<file path="src/rtl/sudoku_stream_loader.sv">
// Streams a puzzle into the solver RAM wrapper, starts the solver and streams the result back out.
// Optional solver watchdog is compiled in with SUDOKU_LOADER_TIMEOUT_EN.
module sudoku_stream_loader #(
   parameter int unsigned NCELLS         = 81,
   parameter int unsigned TIMEOUT_CYCLES = 1048576
) (
   input  logic       clk_i,
   input  logic       rst_i,
   input  logic       in_valid_i,
   output logic       in_ready_o,
   input  logic [3:0] in_data_i,
   output logic       out_valid_o,
   input  logic       out_ready_i,
   output logic [3:0] out_data_o,
   output logic       out_last_o,
   output logic [6:0] sol_addr_o,
   output logic       sol_wr_o,
   output logic [8:0] sol_din_o,
   input  logic [8:0] sol_dout_i,
   output logic       sol_start_o,
   input  logic       sol_done_i,
   input  logic       sol_error_i,
   output logic       busy_o,
   output logic       result_err_o,
   output logic       bad_digit_o
);

   localparam logic [6:0] LastCell = 7'(NCELLS - 1);

   typedef enum logic [2:0] {StLoad, StStart, StWait, StSettle, StUnload} state_e;

   state_e     state_q, state_d;
   logic [6:0] cnt_q, cnt_d;
   logic [6:0] wr_addr_q, wr_addr_d;
   logic [8:0] sol_din_q, sol_din_d;
   logic       sol_wr_q, sol_wr_d;
   logic       sol_start_q, sol_start_d;
   logic       result_err_q, result_err_d;
   logic       bad_digit_q, bad_digit_d;
   logic       wd_hit;

   function automatic logic [8:0] encode(input logic [3:0] d);
      if (d == 4'd0 || d > 4'd9) return 9'h1FF;
      return 9'd1 << (d - 4'd1);
   endfunction

   function automatic logic [3:0] decode(input logic [8:0] m);
      logic [3:0] d;
      logic [3:0] n;
      d = 4'd0;
      n = 4'd0;
      for (int k = 0; k < 9; k++) begin
         if (m[k]) begin
            n = n + 4'd1;
            d = 4'(k + 1);
         end
      end
      return (n == 4'd1) ? d : 4'd0;
   endfunction

`ifdef SUDOKU_LOADER_TIMEOUT_EN
   localparam int unsigned WdW = $clog2(TIMEOUT_CYCLES + 1);
   logic [WdW-1:0] wd_q, wd_d;

   // Counter is zero on the first WAIT cycle because it clears in every other state.
   assign wd_d   = (state_q == StWait) ? wd_q + WdW'(1) : '0;
   assign wd_hit = (wd_q == WdW'(TIMEOUT_CYCLES));

   always_ff @(posedge clk_i) begin
      if (rst_i) wd_q <= '0;
      else       wd_q <= wd_d;
   end
`else
   assign wd_hit = 1'b0;
`endif

   always_comb begin
      state_d      = state_q;
      cnt_d        = cnt_q;
      wr_addr_d    = wr_addr_q;
      sol_din_d    = sol_din_q;
      sol_wr_d     = 1'b0;
      sol_start_d  = 1'b0;
      result_err_d = result_err_q;
      bad_digit_d  = bad_digit_q;
      unique case (state_q)
         StLoad: begin
            if (in_valid_i) begin
               sol_wr_d  = 1'b1;
               wr_addr_d = cnt_q;
               sol_din_d = encode(in_data_i);
               if (in_data_i > 4'd9) bad_digit_d = 1'b1;
               if (cnt_q == LastCell) begin
                  cnt_d   = 7'd0;
                  state_d = StStart;
               end else begin
                  cnt_d = cnt_q + 7'd1;
               end
            end
         end
         StStart: begin
            sol_start_d = 1'b1;
            state_d     = StWait;
         end
         StWait: begin
            if (sol_done_i || sol_error_i) begin
               result_err_d = sol_error_i;
               state_d      = StSettle;
            end else if (wd_hit) begin
               result_err_d = 1'b1;
               state_d      = StSettle;
            end
         end
         StSettle: state_d = StUnload;
         StUnload: begin
            if (out_ready_i) begin
               if (cnt_q == LastCell) begin
                  cnt_d   = 7'd0;
                  state_d = StLoad;
               end else begin
                  cnt_d = cnt_q + 7'd1;
               end
            end
         end
         default: state_d = StLoad;
      endcase
   end

   always_ff @(posedge clk_i) begin
      if (rst_i) begin
         state_q      <= StLoad;
         cnt_q        <= 7'd0;
         wr_addr_q    <= 7'd0;
         sol_din_q    <= 9'd0;
         sol_wr_q     <= 1'b0;
         sol_start_q  <= 1'b0;
         result_err_q <= 1'b0;
         bad_digit_q  <= 1'b0;
      end else begin
         state_q      <= state_d;
         cnt_q        <= cnt_d;
         wr_addr_q    <= wr_addr_d;
         sol_din_q    <= sol_din_d;
         sol_wr_q     <= sol_wr_d;
         sol_start_q  <= sol_start_d;
         result_err_q <= result_err_d;
         bad_digit_q  <= bad_digit_d;
      end
   end

   // Readback address is combinational so sol_dout tracks the cell being offered.
   assign sol_addr_o   = (state_q == StUnload || state_q == StSettle) ? cnt_q : wr_addr_q;
   assign sol_wr_o     = sol_wr_q;
   assign sol_din_o    = sol_din_q;
   assign sol_start_o  = sol_start_q;
   assign in_ready_o   = (state_q == StLoad);
   assign out_valid_o  = (state_q == StUnload);
   assign out_data_o   = out_valid_o ? decode(sol_dout_i) : 4'd0;
   assign out_last_o   = out_valid_o && (cnt_q == LastCell);
   assign busy_o       = !((state_q == StLoad) && (cnt_q == 7'd0));
   assign result_err_o = result_err_q;
   assign bad_digit_o  = bad_digit_q;

endmodule

</file>
<file path="config.mk">
export PLATFORM = sky130hd
export DESIGN_NAME = sudoku_stream_loader
export DESIGN_NICKNAME = d
export VERILOG_FILES = /design/src/rtl/sudoku_stream_loader.sv
export SDC_FILE = /design/constraint.sdc
export NUM_CORES = 1
export LEC_CHECK = 0
export ABC_AREA = 1
export BUFFER_PORTS_ARGS = -buffer_cell sky130_fd_sc_hd__buf_2
export CAP_MARGIN = 0
export CORE_UTILIZATION = 55
export DETAILED_ROUTE_END_ITERATION = 12
export GPL_ROUTABILITY_DRIVEN = 0
export MAX_ROUTING_LAYER = met4
export PLACE_DENSITY = 0.81
export SYNTH_ARGS = -nofsm -noshare
export SYNTH_HDL_FRONTEND = slang
export SYNTH_SLANG_ARGS = --single-unit
</file>
<file path="constraint.sdc">
create_clock -name clk_i -period 5.9 [get_ports clk_i]
set_clock_uncertainty 0.1 [all_clocks]
set_input_delay 0.59 -clock clk_i [delete_from_list [all_inputs] [get_ports clk_i]]
set_output_delay 0.59 -clock clk_i [all_outputs]
set_load 0.005 [all_outputs]
</file>
Word-level counts from Yosys, hierarchy flattened
Cells that the tools add are included.

cells by class
  eq/ne operators = 11
  $add $sub $neg = 10
  shift-type cells = 1
  bitwise logic cells = 1
  $lt $le $gt $ge = 1
  reductions and logical operators = 16
  mux-type cells = 37

operators with widths
  cell                                                                      number
  4-bit two-way mux                                                         18
  4-bit by 1-bit adder with 4-bit output (second input constant)            8
  7-bit two-way mux                                                         4
  9-bit two-way mux                                                         2
  3-bit two-way mux                                                         5
  3-bit one-hot mux with 5 select lines                                     1
  7-bit one-hot mux with 2 select lines                                     1
  1-bit by 4-bit left shift with 9-bit output (first input constant)        1
  7-bit by 1-bit adder with 7-bit output (second input constant)            1
  7-bit equality test (second input constant)                               1
  7-bit logical NOT                                                         1
  3-bit by 2-bit equality test with 1-bit output (second input constant)    2
  1-bit two-way mux                                                         6
  2-bit by 1-bit inequality test with 1-bit output (second input constant)  3
  3-bit AND reduction                                                       2
  5-bit AND reduction                                                       1
  4-bit by 1-bit equality test with 1-bit output (second input constant)    1
  4-bit > comparator (second input constant)                                1
  4-bit logical NOT                                                         1
  2-bit inequality test (second input constant)                             2
  2-bit AND reduction                                                       2
  4-bit by 1-bit subtractor with 4-bit output (second input constant)       1
  3-bit by 1-bit equality test with 1-bit output (second input constant)    1
  3-bit equality test (second input constant)                               1
  7 further kinds                                                           10

storage, ports and cells
  word-level logic and storage cells = 85
  input bits = 19
  output and inout bits = 28
  flip-flop bits (word level) = 30

Depth between registers and ports, before layout
  depth in word-level cells = 20
  depth in mapped cells = 29
  gate-level depth less buffers = 29

Worst setup path after synthesis
No wires, ideal clock.

  path kind = input -> output
  start = input sol_dout_i[1]
  end = output out_data_o[0]
  slack = 827 ps
  data arrival time = 4383 ps
  buffers on the path = 0
  data required time = 5210 ps
  stages = 28
  cell sequence = inv_1 > ha_1 > inv_1 > nand2_1 > nand2_1 > ha_1 > nand2_1 > nand2_1 > ha_1 > or2_1 > nand2_1 > inv_1 > ha_1 > nand2_1 > nand2_1 > ha_1 > or2_2 > nand2_1 > inv_1 > ha_1 > o21ai_0 > inv_1 > ha_1 > inv_1 > nand3_1 > nand2_1 > nand3_2 > nor2_1

between the ends
  longest elaborated chain between the ends = 18

ends and longest elaborated chain
  what                                            RTL line  text
  start, declared                                 19        input logic [8:0] sol_dout_i,
  4-bit two-way mux                               53        if (m[k]) begin
  4-bit by 1-bit adder with 4-bit output          54        n = n + 4'd1;
  4-bit two-way mux                               53
  4-bit by 1-bit adder with 4-bit output          54
  4-bit two-way mux                               53
  4-bit by 1-bit adder with 4-bit output          54
  4-bit two-way mux                               53
  4-bit by 1-bit adder with 4-bit output          54
  (+2 left out)                                   --
  4-bit two-way mux                               53
  4-bit by 1-bit adder with 4-bit output          54
  4-bit two-way mux                               53
  4-bit by 1-bit adder with 4-bit output          54
  4-bit two-way mux                               53
  4-bit by 1-bit equality test with 1-bit output  58        return (n == 4'd1) ? d : 4'd0;
  4-bit two-way mux (*)                           58
  4-bit two-way mux (*)                           158       assign out_data_o = out_valid_o ? decode(sol_dout_i) : 4'd0;
  end, declared                                   14        output logic [3:0] out_data_o,

Mark *: on every way between the ends. The rest lies on a longest branch, timed or not.

Final worst setup path
  start = input sol_dout_i[1]
  end = output out_data_o[3]

between the ends
  longest elaborated chain between the ends = 18

ends and longest elaborated chain
  what                                                RTL line
  4-bit two-way mux (*)                               53
  4-bit by 1-bit adder with 4-bit output              54
  4-bit two-way mux (*)                               53
  4-bit by 1-bit adder with 4-bit output              54
  4-bit two-way mux (*)                               53
  4-bit by 1-bit adder with 4-bit output              54
  4-bit two-way mux (*)                               53
  4-bit by 1-bit adder with 4-bit output              54
  (+2 left out)                                       --
  4-bit two-way mux (*)                               53
  4-bit by 1-bit adder with 4-bit output              54
  4-bit two-way mux (*)                               53
  4-bit by 1-bit adder with 4-bit output              54
  4-bit two-way mux (*)                               53
  4-bit by 1-bit equality test with 1-bit output (*)  58
  4-bit two-way mux (*)                               58
  4-bit two-way mux (*)                               158

Marks and branches as above.

==> impl_metrics.env <==
export IMPL_area_growth_pct=16.9
export IMPL_wl_um=4530
export IMPL_vias_per_cell=5.17
export IMPL_crit_arrival_ns=4.80
export IMPL_drive_above_1_share_pct=22.2
export IMPL_route_detailed_drc=0
export IMPL_power_frac_seq_pct=38.7
export IMPL_ys_flop_type="dfxtp_1"
export IMPL_wl_per_cell_um=10.7
export IMPL_wl_met3_um=203
export IMPL_top_layer="met4"
export IMPL_clkLatencyLatePin_ns=0.28
export IMPL_slew_viol_final=0
export IMPL_slowest_stage="ha_4"
export IMPL_end_kind="output pin"
export IMPL_yosysWarnings=0
export IMPL_die_w_um=64.6
export IMPL_vdd_drop_max_v=0.000192
export IMPL_synth_compound_area_share_pct=15.7
export IMPL_cp_required_ns=5.21
export IMPL_hold_start="wr_addr_q[0]"
export IMPL_syn_area_per_cell_um2=6.56
export IMPL_wl_met2_um=2030
export IMPL_netlist_area_um2=2150
export IMPL_period_needed_ns=5.49
export IMPL_drtIter0Drc=130
export IMPL_core_region_area_um2=3720
export IMPL_power_leakage_nw=1.28
export IMPL_place_hpwl_um=3530
export IMPL_synthSimpleGateAreaFrac_pct=37.6
export IMPL_maxCapViolations=0
export IMPL_worst_slack_ns=0.414
export IMPL_cts_setup_buffers=0
export IMPL_cpMostUsedCell="nand2_1"
export IMPL_p_switching_mw=0.210
export IMPL_ys_seq_area_share_pct=27.9
export IMPL_power_density_nw_per_um2=240
export IMPL_num_io_pins=47
export IMPL_synth_most_common_cell="nand2_1"
export IMPL_synth_top_family_by_area="simple AND/OR/NAND/NOR gates"
export IMPL_grt_setup_unrepaired="false"
export IMPL_cts_tree="done"
export IMPL_synth_fa_ha_area_share_pct=7.55
export IMPL_min_path_type="flop to flop"
export IMPL_synth_edf_count=0
export IMPL_syn_nets=360
export IMPL_grt_first_pass_wirelength_um=7720
export IMPL_htree_levels=2
export IMPL_worst_pin_slew_ns=0.542
export IMPL_cts_sinks=30
export IMPL_synthCells=328
export IMPL_clockRootBuffer="clkbuf_8"
export IMPL_drtAntennaViolNets=0
export IMPL_die_area_um2=4170
export IMPL_crit_start="sol_dout_i[1]"
export IMPL_path_clk_slew_ns=0.06
export IMPL_synth_common_cells="nand2_1 (65), inv_1 (50), nor2_1 (37)"
export IMPL_synth_mux_area_share_pct=0
export IMPL_drt_met1_wl_um=2220
export IMPL_yosys_area_share_xor_xnor_pct=0.407
export IMPL_yosysTopAreaCell="dfxtp_1"
export IMPL_grt_usage_pct=24.1
export IMPL_die_y_um=64.6
export IMPL_numCtsBuffers=5
export IMPL_finalPower_mw=0.605
export IMPL_status="complete, no violations"
export IMPL_final_nets=405
export IMPL_reg2reg_from="state_q[0]"
export IMPL_antenna_diode_count=0
export IMPL_switching_share_pct=34.7
export IMPL_start_util_pct=57.9
export IMPL_hold_violations=0
export IMPL_p_int_mw=0.395
export IMPL_synth_seq_cells=30
export IMPL_grt_max_degree=27
export IMPL_drtPass1Iterations=5
export IMPL_clockBufferDepth=2
export IMPL_grt_pass1_vias=1909
export IMPL_start_kind="input pin"
export IMPL_setup_viol=0
export IMPL_dp_slack_ns=0.311
export IMPL_cp_num_buf_inv=8
export IMPL_io_buffer_count=46
export IMPL_yosysUniqueCellTypes=29
export IMPL_synth_top_area_share_pct=27.9
export IMPL_yosys_top_cells_area="dfxtp_1 (28%), nand2_1 (11%), inv_1 (8.7%)"
export IMPL_fin_crit_sh_pct=93.0
export IMPL_grt_overflow=0
export IMPL_path_class="input pin to output pin"
export IMPL_rows=22
export IMPL_fmax_mhz=182
export IMPL_async_flop_share_pct=0
export IMPL_vias=2182
export IMPL_antenna_found_initial=0
export IMPL_relSlewSlack_pct=63.7
export IMPL_cp_max_fo=4
export IMPL_pwr_share_clk_pct=27.9
export IMPL_p_comb_share_pct=33.4
export IMPL_cpLargestDelayFamily="adder cells"
export IMPL_finalSetupTns_ns=0
export IMPL_crit_path_max_incr_delay_ns=0.29
power groups by stage:
stage	logic (mW)	clock network, mW	registers [mW]
3_5_place_dp	0.200	0	0.239
4_1_cts	0.201	0.172	0.234
2_1_floorplan	0.145	0	0.239
6_report	0.202	0.169	0.234
3_3_place_gp	0.195	0	0.238
5_1_grt	0.232	0.183	0.237
flip-flops by register name, summed over array words and instances (netlist names):
| register | flops |
|---|---|
| result_err_o | 1 |
| sol_din_o | 9 |
| cnt_q | 7 |
| bad_digit_o | 1 |
| state_q | 3 |
| sol_start_o | 1 |
| wr_addr_q | 7 |
| sol_wr_o | 1 |
routing by layer:
| metal | vias to the layer above | GRT usage [%] |
|---|---|---|
| met2 | 50 | 38.0 |
| met4 | 0 | 9.17 |
| li1 | 1161 | - |
| met1 | 962 | 30.3 |
| met3 | 9 | 4.75 |
| met5 | - | - |
layout make-up:
type | count | area [um2]
multi-input cells | 236 | 1330
fillers | 356 | 1200
well taps | 48 | 60.1
clock inverters | 1 | 5.00
inverters | 54 | 203
repair buffers | 46 | 230
flip-flops and latches | 30 | 601
clock buffers | 7 | 86.3
final timing paths:
| path | end | slack (ns) | cells after the start |
|---|---|---|---|
| max | out_data_o[3] | 0.41 | 30 |
| min | wr_addr_q[0] | 0.36 | 2 |
| max reg2reg | sol_din_o[6] | 3.33 | 6 |
| min reg2reg | wr_addr_q[0] | 0.36 | 2 |
cells by family after synthesis:
| family | after synthesis |
|---|---|
| buffers and inverters | 62 |
| xor gates and xnor gates | 1 |
| AOI/OAI and AO/OA | 58 |
| DFF | 30 |
| adders and majority gates | 13 |
| and+or+nand+nor | 164 |
through the flow:
| step | area [um2] | util (%) | instances | hold WS [ns] |
|---|---|---|---|---|
| after global routing | 2520 | 67.7 | 422 | 0.392 |
| after CTS | 2500 | 67.4 | 422 | 0.363 |
| after floorplan | 2150 | - | 328 | 0.335 |
| after global placement | 2410 | 64.9 | 414 | 0.345 |
| final | 2520 | 67.7 | 422 | 0.360 |
| after detailed placement | 2410 | 64.9 | 414 | 0.349 |
layout by cell type, fill, tap and decap left out, types with 2 or more instances in the layout:
master / instances
nor2_2: 3
dfxtp_1: 30
nor3b_1: 2
nand3_1: 17
nand2_4: 4
clkbuf_8: 6
a211oi_1: 8
nor2_1: 37
nor3_1: 5
inv_1: 50
buf_2: 46
inv_2: 3
or2_2: 2
nor4_1: 3
o21bai_1: 10
a21oi_1: 24
nand2_1: 65
o21ai_0: 14
ha_1: 12
nand3_2: 5
nand2_2: 9
nand4_1: 8
worst reg2reg max path: cells and delay by family, from the launching register on:
family / cells / cell delay, ns
AO/OA/AOI/OAI: 1 / 0.14
flip-flops: 1 / 0.36
AND/OR/NAND/NOR: 4 / 1.30
buffers and inverters: 1 / 0.54
timing repair:
item                                    4_1_cts  5_1_grt
endpoints found under the setup margin        0        4
hold buffers                                  0        0
resized for setup                             0        2
endpoints found under the hold margin         0        0
(Power assumes the default switching activity.)
